`src/rtl/fpau_op_sequencer.sv`:
```
// fpau_op_sequencer: single-issue controller that screens FPAU requests,
// resolves NaN / negative-root / illegal-opcode cases locally, dispatches the
// rest to the shared datapath under a watchdog, and returns one response each.
module fpau_op_sequencer #(
    parameter int TIMEOUT_CYC = 64,
    parameter int CNT_W       = 16
) (
    input  logic             clk,
    input  logic             rst,
    input  logic             req_valid,
    output logic             req_ready,
    input  logic [2:0]       req_op,
    input  logic [31:0]      req_a,
    input  logic [31:0]      req_b,
    output logic             dp_start,
    output logic [2:0]       dp_op,
    output logic [31:0]      dp_a,
    output logic [31:0]      dp_b,
    input  logic             dp_done,
    input  logic [31:0]      dp_result,
    output logic             rsp_valid,
    input  logic             rsp_ready,
    output logic [31:0]      rsp_result,
    output logic             rsp_bypass,
    output logic             rsp_err,
    output logic             busy,
    output logic [CNT_W-1:0] ops_done
);
    localparam int              WD_W      = $clog2(TIMEOUT_CYC);
    localparam logic [WD_W-1:0] WD_LAST   = WD_W'(TIMEOUT_CYC - 1);
    localparam logic [31:0]     CANON_NAN = 32'h7FFF_FFFF;

    typedef enum logic [1:0] {S_IDLE, S_ISSUE, S_WAIT, S_RESP} state_t;

    state_t          state;
    state_t          state_next;
    logic [WD_W-1:0] watchdog;
    logic            accept;
    logic            bypass_now;
    logic            illegal_now;
    logic            wd_expired;

    function automatic logic is_nan(input logic [31:0] x);
        return (x[30:23] == 8'hFF) && (x[22:0] != 23'd0);
    endfunction

    function automatic logic is_neg_nonzero(input logic [31:0] x);
        return x[31] && (x[30:0] != 31'd0);
    endfunction

    // Screening of the request currently offered; B is irrelevant for rootsquare.
    always_comb begin
        accept      = req_valid && (state == S_IDLE);
        illegal_now = (req_op > 3'd4);
        bypass_now  = illegal_now
                    || is_nan(req_a)
                    || ((req_op <= 3'd3) && is_nan(req_b))
                    || ((req_op == 3'd4) && is_neg_nonzero(req_a));
        wd_expired  = (watchdog == WD_LAST);
    end

    // State register.
    always_ff @(posedge clk or posedge rst) begin
        if (rst) begin
            state <= S_IDLE;
        end else begin
            state <= state_next;
        end
    end

    // Next-state and handshake outputs; done beats timeout in WAIT.
    always_comb begin
        state_next = state;
        req_ready  = 1'b0;
        dp_start   = 1'b0;
        rsp_valid  = 1'b0;
        busy       = 1'b1;
        case (state)
            S_IDLE: begin
                req_ready = 1'b1;
                busy      = 1'b0;
                if (accept) begin
                    state_next = bypass_now ? S_RESP : S_ISSUE;
                end
            end
            S_ISSUE: begin
                dp_start   = 1'b1;
                state_next = S_WAIT;
            end
            S_WAIT: begin
                if (dp_done || wd_expired) begin
                    state_next = S_RESP;
                end
            end
            S_RESP: begin
                rsp_valid = 1'b1;
                if (rsp_ready) begin
                    state_next = S_IDLE;
                end
            end
            default: state_next = S_IDLE;
        endcase
    end

    // Operand latch, watchdog, response word and completion counter.
    always_ff @(posedge clk or posedge rst) begin
        if (rst) begin
            dp_op      <= 3'd0;
            dp_a       <= 32'd0;
            dp_b       <= 32'd0;
            watchdog   <= '0;
            rsp_result <= 32'd0;
            rsp_bypass <= 1'b0;
            rsp_err    <= 1'b0;
            ops_done   <= '0;
        end else begin
            case (state)
                S_IDLE: begin
                    if (accept) begin
                        dp_op <= req_op;
                        dp_a  <= req_a;
                        dp_b  <= req_b;
                        if (bypass_now) begin
                            rsp_result <= CANON_NAN;
                            rsp_bypass <= 1'b1;
                            rsp_err    <= illegal_now;
                        end
                    end
                end
                S_ISSUE: begin
                    watchdog <= '0;
                end
                S_WAIT: begin
                    if (dp_done) begin
                        rsp_result <= dp_result;
                        rsp_bypass <= 1'b0;
                        rsp_err    <= 1'b0;
                    end else if (wd_expired) begin
                        rsp_result <= CANON_NAN;
                        rsp_bypass <= 1'b0;
                        rsp_err    <= 1'b1;
                    end else begin
                        watchdog <= watchdog + 1'b1;
                    end
                end
                S_RESP: begin
                    if (rsp_ready) begin
                        ops_done <= ops_done + 1'b1;
                    end
                end
                default: ;
            endcase
        end
    end
endmodule

```
`config.mk`:
```
export PLATFORM = sky130hd
export DESIGN_NAME = fpau_op_sequencer
export DESIGN_NICKNAME = d
export VERILOG_FILES = /design/src/rtl/fpau_op_sequencer.sv
export SDC_FILE = /design/constraint.sdc
export NUM_CORES = 1
export LEC_CHECK = 0
export CORE_ASPECT_RATIO = 0.5
export CORE_MARGIN = 3
export CORE_UTILIZATION = 60
export CTS_CLUSTER_SIZE = 8
export DETAILED_ROUTE_END_ITERATION = 8
export DONT_BUFFER_PORTS = 1
export GPL_ROUTABILITY_DRIVEN = 0
export PLACE_DENSITY = 0.76
export SYNTH_ARGS = -nofsm -noshare
export SYNTH_HDL_FRONTEND = slang
export SYNTH_SLANG_ARGS = --single-unit
```
`constraint.sdc`:
```
create_clock -name clk -period 5.8 [get_ports clk]
set_input_delay 1.16 -clock clk [delete_from_list [all_inputs] [get_ports clk]]
set_output_delay 1.16 -clock clk [all_outputs]
set_load 0.01 [all_outputs]
```
==> impl_metrics.ini, run 1 <==
[setup_path]
crit_slowest_cell = nor2_2
crit_chain = or2_1 > o22ai_1 > o21ai_0 > and3_1 > nor2_2 > o32a_1
critical_path.top_delay_family = simple AND/OR/NAND/NOR gates
worst_setup_path_end_kind = register
ff2ff_path_depth = 8
critical-path-max-stage-delay_ns = 0.96
cp_num_cells = 6
critPathArrivalTime_ns = 3.23
cp.required_ns = 6.14
critical_path_class = in -> reg
cp_max_fo = 32
start_kind = input port
crit_buf_inv = 0

[sta]
relSlewSlack = 0.1577
min_period_over_period = 0.4990
fmax_ghz = 0.3456
setup_ws_ns = 2.906
finalMaxSlewViolations = 0
final-setup-viol-count = 0
fin_crit_ns = 2.894
finalHoldViolCount = 0
tns_ns = 0
rsz0062_at_grt = false
tightestPinTransition_ns = 1.262
skew_ns = 0.005289

[cells_and_area]
final_common_cell = dfrtp_1
fillers = 530
flow.area_growth_from_synthesis_pct = 12.83
mostFrequentLayoutCells = 125 x dfrtp_1, 69 x mux2_2, 31 x o22a_1, 17 x nand2_1, 17 x clkbuf_16
diodes = 0
nets = 485
drive_gt1_frac = 0.2739

[route]
drc = 0
post_drt_wl_per_cell_um = 23.13
routed-via-count = 3062
via_per_inst = 6.136
wl_um = 11540
detail-route-antenna-nets = 0
dr.first_iter.drc_count = 100
first_pass_iters = 4

[global_route]
grt_pass1_wl_um = 17730
grtUsageTotal = 0.2430
grt_pass1_vias = 3309
antenna_found_initial = 0
grt-ovfl-total = 0
grt_max_degree = 70

[floorplanning]
die_x_um = 136.4
fp-row-count = 23
dieHeight_um = 71.20
io_pins = 225
die_area_mm2 = 0.009712
initial_core_util = 0.6264
fp.coreArea_mm2 = 0.008144

[clock_network]
cts_buffers = 17
ctsResizeCount = 0
cts_tree = built
cts_root_buf = clkbuf_16
cts_setup_buffers = 0
clk_pin_slew_ns = 0.05
cts_sinks = 125
cts_hold_buf = 0
clk_latency_ns = 0.40
cts_max_path_buffers = 2
h-tree-depth = 4

[run_status]
status = finished, final reports clean

[run]
maxCapViolCount = 0

[min_path]
hold_depth = 1
hp-class = reg -> reg

[yosys]
syn-num-nets = 478
synthMuxAreaShare = 0.1523
synth_compound_area_frac = 0.07873
yosys.area_share.simple = 0.08511
yosys.area.top_type_share = 0.6132
synth_xor_area_frac = 0.03091
yosysTopAreaCell = dfrtp_1
synth_area_leaders = dfrtp_1 61%, mux2_2 15%, o22a_1 5.3%
synth_fa_ha_area_frac = 0.01472
ys_seq_area_frac = 0.6132
yosysWarningCount = 0
synth_top_family_by_area = multiplexers
synth_cell_types = 37
synth-seq-cells = 125
synth_cells = 368
synth_area_mm2 = 0.005101
avgSynthCellArea_um2 = 13.86

[power_and_ir_drop]
swShare = 0.3277
power.density_mw_per_mm2 = 590.2
power_switching_mw = 1.113
seq_power_share = 0.476
pwr-share-comb = 0.215
peakVddDrop_mv = 0.3914
internal_power_mw = 2.284
clockPowerShare = 0.309
leakagePower_nw = 2.413

[placement]
hpwl_um = 8260
post-place-ws_ns = 2.534
port_buffers = 0
-- registers in the layout, indices dropped and copies added, names as in the netlist --
name / flops
state: 2
dp_b: 32
rsp_err: 1
rsp_result: 32
rsp_bypass: 1
ops_done: 16
dp_op: 3
dp_a: 32
watchdog: 6
-- path summary, 6_finish.rpt --
check,from,end,slack [ns]
max,req_op[0],rsp_err,2.91
min,ops_done[15],ops_done[15],0.54
max reg2reg,state[0],rsp_err,2.94
min reg2reg,ops_done[15],ops_done[15],0.54
max in group asynchronous,rst,dp_a[2],3.82
min in group asynchronous,rst,dp_a[26],0.79
-- kinds of logic (layout without fill, tap and decap cells) --
family	count (synthesis)	in the layout
mux	69	69
fa+ha+maj	6	6
xor+xnor	18	18
compound gates	48	48
simple gates	78	78
flops	125	125
buf+inv	24	43
-- power groups by stage --
| stage | sequential, mW | combinational, mW | clock [mW] |
|---|---|---|---|
| 3_5_place_dp | 1.63 | 0.729 | 0 |
| 3_3_place_gp | 1.62 | 0.684 | 0 |
| 4_1_cts | 1.63 | 0.738 | 1.06 |
| 5_1_grt | 1.66 | 0.811 | 1.11 |
| 6_report | 1.62 | 0.729 | 1.05 |
| 2_1_floorplan | 1.53 | 0.647 | 0 |
-- final cells by class --
type | count | area, um2 | area share
Multi-Input combinational cell | 219 | 1848 | 0.3211
Sequential cell | 125 | 3128 | 0.5435
Tap cell | 112 | 140.1 | 0.02435
Inverter | 10 | 40.04 | 0.006957
Clock buffer | 24 | 471.7 | 0.08196
Timing Repair Buffer | 2 | 15.01 | 0.002609
Clock inverter | 7 | 112.6 | 0.01957
-- routing by layer --
layer / wire (um) / GRT usage
met4: 222 / 0.09832
met1: 4256 / 0.2753
met5: 0 / 0
met3: 1232 / 0.1158
met2: 5831 / 0.4016
-- stage by stage --
stage	utilization	instances	total power, mW	cell area, um2	hold slack, ns
finish	0.7067	499	3.397	5756	0.5376
global route	0.7067	499	3.575	5756	0.5621
CTS	0.7067	499	3.427	5756	0.5472
detailed placement	0.6350	468	2.359	5171	0.5352
global placement	0.6350	468	2.305	5171	0.5117
floorplan	-	368	2.177	5101	0.4857
-- Yosys cell counts --
library cell and n:
dfrtp_1 125, mux2_2 69, o22a_1 31, nand2_1 18, nand3_1 12, nor4_1 12
nor2_1 11, xnor2_1 10, inv_1 9, xor2_1 8, nand4_1 7, buf_1 6
ha_1 6, o21ai_0 5, and3_1 4, buf_6 4, nor3_1 4, buf_2 3
a21oi_1 2, nor4b_2 2, o22ai_1 2, o32a_1 2, or2_1 2, a211oi_1 1
a21boi_0 1, a311oi_4 1, and2b_1 1, and4_1 1, buf_4 1, inv_2 1
nand2b_1 1, nand4b_4 1, nor2_2 1, nor2b_1 1, o21ai_1 1, o21ai_2 1
o31ai_1 1
Power figures use the tool's default switching activity.
==> run 2, diff against run 1 <==
- CORE_UTILIZATION: 60 -> 56
- PLACE_DENSITY: 0.76 -> 0.74
- clock period: 5.8 -> 2.6 ns (I/O delays scaled with it)
==> run 2 against run 1 <==
Against the previous run: sequential cell count unchanged; clock skew up 0.0071 ns; routed wire length down 0.51%; critical path depth up 2; sequential power up 120%; final cell count up 1.0%.
==> impl_metrics.ini, run 2 (same netlist as run 1, synthesis figures left out) <==
[global_route]
antenna_found_initial = 0
grt_max_degree = 53
grt-ovfl-total = 0
grtUsageTotal = 0.2237
grt_pass1_vias = 3332
grt_pass1_wl_um = 17660

[min_path]
hp-class = in -> async

[clock_network]
cts_root_buf = clkbuf_16
clk_pin_slew_ns = 0.06
cts_tree = built
cts_setup_buffers = 0
cts_sinks = 125
clk_latency_ns = 0.40
cts_max_path_buffers = 2
h-tree-depth = 4
cts_buffers = 17

[floorplanning]
dieHeight_um = 73.49
fp-row-count = 23
die_x_um = 141.0
fp.coreArea_mm2 = 0.008403
die_area_mm2 = 0.01036
io_pins = 225
initial_core_util = 0.6071

[cells_and_area]
final_common_cell = dfrtp_1
drive_gt1_frac = 0.2883
diodes = 0
finalNonFillerCells = 504
mostFrequentLayoutCells = 125 x dfrtp_1, 69 x mux2_2, 31 x o22a_1, 17 x nand2_1, 17 x clkbuf_16
nets = 489
reg.largest.list = dp_a (32), dp_b (32), rsp_result (32)
flow.area_growth_from_synthesis_pct = 14.45

[power_and_ir_drop]
seq_power_share = 0.474
peakVddDrop_mv = 0.7953
leakagePower_nw = 2.447
swShare = 0.3317
power_switching_mw = 2.540
pwr-share-comb = 0.219
clockPowerShare = 0.307
total_power_mw = 7.657
power.density_mw_per_mm2 = 1312
internal_power_mw = 5.117

[setup_path]
cp-endpoint = rsp_result[22]
cp.required_ns = 2.93
ff2ff_path_depth = 8
start_kind = register
r2r_start = state[0]
worst_setup_path_end_kind = register
regToRegSetupSlack_ns = 0.30
critical_path_class = reg -> reg
crit_start = state[0]
critPathArrivalTime_ns = 2.63
reg2reg_to = rsp_result[22]
cp_max_fo = 32

[sta]
fin_crit_ns = 2.301
tns_ns = 0
skew_ns = 0.01238
final-setup-viol-count = 0
setup_ws_ns = 0.2987
tightestPinTransition_ns = 0.8368
finalMaxSlewViolations = 0
relSlewSlack = 0.4409
finalHoldViolCount = 0
fmax_ghz = 0.4345
rsz0062_at_grt = false
min_period_over_period = 0.8851

[route]
routed-via-count = 3024
post_drt_wl_per_cell_um = 22.78
wl_um = 11480
via_per_inst = 6.000
first_pass_iters = 4
drc = 0
dr.first_iter.drc_count = 151
detail-route-antenna-nets = 0

[run_status]
status = finished, final reports clean

[placement]
hpwl_um = 8558
dp.cells = 472
post-place-ws_ns = -0.08788
port_buffers = 0

[run]
maxCapViolCount = 0
==> run 2: changes by cell type in the layout (fill, tap and decap cells not counted) <==
cell,before,now
inv_4,1,0
clkbuf_8,2,1
buf_12,0,3
nor2_4,0,1
clkinv_2,3,4
nor2_2,1,0
clkbuf_1,5,3
clkinv_4,0,2
clkinvlp_4,1,3
buf_4,2,3
==> run 2: repair_timing <==
item                       CTS  global route
gates resized for setup      1             0
hold buffers                 0             0
setup endpoints to repair    1             0
==> run 2: through the flow <==
stage	hold slack [ns]	cell area, um2	utilization
floorplan	0.4857	5105	-
global placement	0.5059	5240	0.6236
detailed placement	0.5330	5240	0.6236
CTS	0.1574	5838	0.6948
global route	0.1850	5838	0.6948
finish	0.1401	5838	0.6948
==> run 2: how the worst min path moves through the flow <==
stage / start / to / slack, ns / cells past startpoint
floorplan: watchdog[0] / watchdog[0] / 0.49 / 1
global placement: watchdog[0] / watchdog[0] / 0.51 / 1
detailed placement: ops_done[15] / ops_done[15] / 0.53 / 1
CTS: rst / ops_done[4] / 0.16 / 1
global route: rst / ops_done[4] / 0.18 / 1
finish: rst / ops_done[4] / 0.14 / 1
==> run 2: power groups by stage <==
stage | Combinational [mW] | Sequential (mW) | Clock, mW
4_1_cts | 1.70 | 3.64 | 2.38
3_5_place_dp | 1.68 | 3.65 | 0
5_1_grt | 1.85 | 3.71 | 2.48
6_report | 1.68 | 3.63 | 2.35
2_1_floorplan | 1.44 | 3.41 | 0
3_3_place_gp | 1.57 | 3.62 | 0
==> run 2: metal layers <==
metal,track usage,vias up,share of wire
met5,0,-,0
met3,0.1125,14,0.11
li1,-,1370,-
met2,0.3803,136,0.49
met4,0.06982,0,0.014
met1,0.2521,1504,0.38
==> run 2: area by class of cell <==
cell class | instances | area [um2]
well taps | 112 | 140.1
clock buffers | 21 | 450.4
fillers | 555 | 2565
repair buffers | 6 | 82.58
flip-flops and latches | 125 | 3128
inverters | 10 | 41.29
clock inverters | 11 | 142.6
multi-input cells | 219 | 1853
==> run 2: worst max-delay path, cell delays in order (launching register included) <==
cell and delay [ns]:
dfrtp_1 0.42, inv_1 0.10, ha_1 0.18, nor4b_2 0.21, nand4_1 0.14, o22ai_1 0.19
and3_1 0.34, nand4b_4 0.42, o22a_1 0.22
==> run 3, diff against run 2 <==
- CELL_PAD_IN_SITES_DETAIL_PLACEMENT: unset -> 0
- CELL_PAD_IN_SITES_GLOBAL_PLACEMENT: unset -> 1
- CORE_UTILIZATION: 56 -> 29
- DONT_BUFFER_PORTS: 1 -> unset
- PLACE_DENSITY: 0.74 -> unset
- PLACE_DENSITY_LB_ADDON: unset -> 0.1
==> run 3 against run 2 <==
Against the previous run: sequential power shrank 15%; sequential cell count is the same; final cell count is 71% higher; clock power decreased by 3%; clock skew decreased by 0.0051 ns; worst setup slack worse by 0.20 ns; combinational power grew 130%.
==> impl_metrics.ini, run 3 (same netlist as run 1, synthesis figures left out) <==
[clock_network]
cts_sinks = 125
cts_buffers = 17
cts_hold_buf = 0
cts_max_path_buffers = 2
h-tree-depth = 4
ctsResizeCount = 0
clk_pin_slew_ns = 0.05
cts_setup_buffers = 0
cts_tree = built
clk_latency_ns = 0.41
cts_root_buf = clkbuf_16

[sta]
relSlewSlack = 0.6275
min_period_over_period = 0.9604
final-setup-viol-count = 0
fin_crit_ns = 2.497
tightestPinTransition_ns = 0.5536
tns_ns = 0
finalMaxSlewViolations = 0
rsz0062_at_grt = false
fmax_ghz = 0.4005
timing.hold.ws_ns = 0.4801
skew_ns = 0.007264
finalHoldViolCount = 0

[route]
dr.first_iter.drc_count = 77
detail-route-antenna-nets = 0
post_drt_wl_per_cell_um = 17.08
via_per_inst = 4.561
drc = 0
wl_um = 14700
routed-via-count = 3927
first_pass_iters = 4

[setup_path]
reg2reg_to = state[0]
r2r_start = state[0]
regToRegSetupSlack_ns = 0.42
critPathArrivalTime_ns = 1.98
critical_path_class = reg -> out
crit_chain = inv_1 > ha_1 > buf_4 > inv_1 > clkdlybuf4s50_1
ff2ff_path_depth = 7
start_kind = register
cp_max_fo = 5
critical_path.top_delay_family = buffers and inverters
cp.required_ns = 2.08
crit_buf_inv = 4
critical-path-max-stage-delay_ns = 0.58
crit_slowest_cell = clkdlybuf4s50_1
cp_common_cell = inv_1
worst_setup_path_end_kind = output pin

[power_and_ir_drop]
power.density_mw_per_mm2 = 1106
internal_power_mw = 6.435
clockPowerShare = 0.245
peakVddDrop_mv = 0.5638
pwr-share-comb = 0.420
leakagePower_nw = 3.425
seq_power_share = 0.335
power_switching_mw = 2.805
swShare = 0.3035

[cells_and_area]
flow.area_growth_from_synthesis_pct = 63.80
mostFrequentLayoutCells = 224 x clkdlybuf4s50_1, 125 x dfrtp_1, 69 x mux2_2, 31 x o22a_1, 24 x buf_4
drive_gt1_frac = 0.2098
final_common_cell = clkdlybuf4s50_1
final_util = 0.4972
reg.largest.list = dp_a (32), dp_b (32), rsp_result (32)
finalNonFillerCells = 861
diodes = 0
nets = 735

[floorplanning]
fp-row-count = 33
io_pins = 225
die_area_mm2 = 0.01931
die_x_um = 193.6
initial_core_util = 0.3036
dieHeight_um = 99.78
fp.coreArea_mm2 = 0.01680

[global_route]
grt_pass1_wl_um = 23470
grt_max_degree = 37
antenna_found_initial = 0
grtUsageTotal = 0.1551
grt_pass1_vias = 4141
grt-ovfl-total = 0

[placement]
dp.cells = 833
port_buffers = 224
hpwl_um = 10910

[min_path]
holdPathEnd = ops_done[15]
hp-class = reg -> reg
hold_depth = 1
worstHoldStart = ops_done[15]

[run_status]
status = finished, final reports clean

[run]
maxCapViolCount = 0
-- run 3: cell count changes in the layout (fill, tap and decap cells not counted) --
cell | before | now
buf_12 | 3 | 4
buf_4 | 3 | 24
bufinv_16 | 3 | 2
clkbuf_1 | 3 | 1
clkbuf_8 | 1 | 2
clkdlybuf4s50_1 | 0 | 224
clkinv_4 | 2 | 0
nor2_2 | 0 | 1
nor2_4 | 1 | 0
-- run 3: layout make-up --
| class | count | area, um2 |
|---|---|---|
| Sequential cell | 125 | 3128 |
| Timing Repair Buffer | 252 | 2502 |
| Multi-Input combinational cell | 219 | 1848 |
| Tap cell | 227 | 284.0 |
| Fill cell | 1525 | 8449 |
| Clock inverter | 8 | 95.09 |
| Inverter | 10 | 41.29 |
| Clock buffer | 20 | 456.7 |
-- run 3: layer usage --
layer,up-vias,global-route usage,routed length [um]
li1,1854,-,-
met3,11,0.06908,1295
met5,-,0,0
met4,0,0.03831,98
met2,131,0.2255,6317
met1,1931,0.2125,6990
-- run 3: power groups by stage --
stage / registers [mW] / clock network [mW] / logic, mW
floorplan: 3.41 / 0 / 1.44
global placement: 3.10 / 0 / 3.92
detailed placement: 3.11 / 0 / 3.93
CTS: 3.10 / 2.33 / 3.95
global route: 3.19 / 2.43 / 4.16
finish: 3.09 / 2.27 / 3.88
-- run 3: stage by stage --
stage                     power (mW)  area (um2)  setup WS, ns
after CTS                      9.377        8356       0.05803
after global routing           9.781        8356       0.03075
after global placement         7.021        7804       -0.2495
after detailed placement       7.042        7804       -0.2065
final                          9.240        8356        0.1030
after floorplan                4.856        5105        0.5407
-- run 3: how the worst max path moves through the flow --
stage,from,to,cells after the start
finish,state[0],busy,5
global route,state[0],busy,5
CTS,state[0],busy,5
detailed placement,req_a[0],rsp_result[29],9
global placement,req_a[17],rsp_result[20],8
floorplan,rst,dp_a[0],1
-- run 3: worst register-to-register path: cells and delay by family, from the launching register on --
kind / cells / cell delay (ns)
fa+ha+maj: 1 / 0.35
mux: 1 / 0.35
buf+inv: 2 / 0.23
compound gates: 2 / 0.45
simple gates: 1 / 0.28
flops: 1 / 0.41
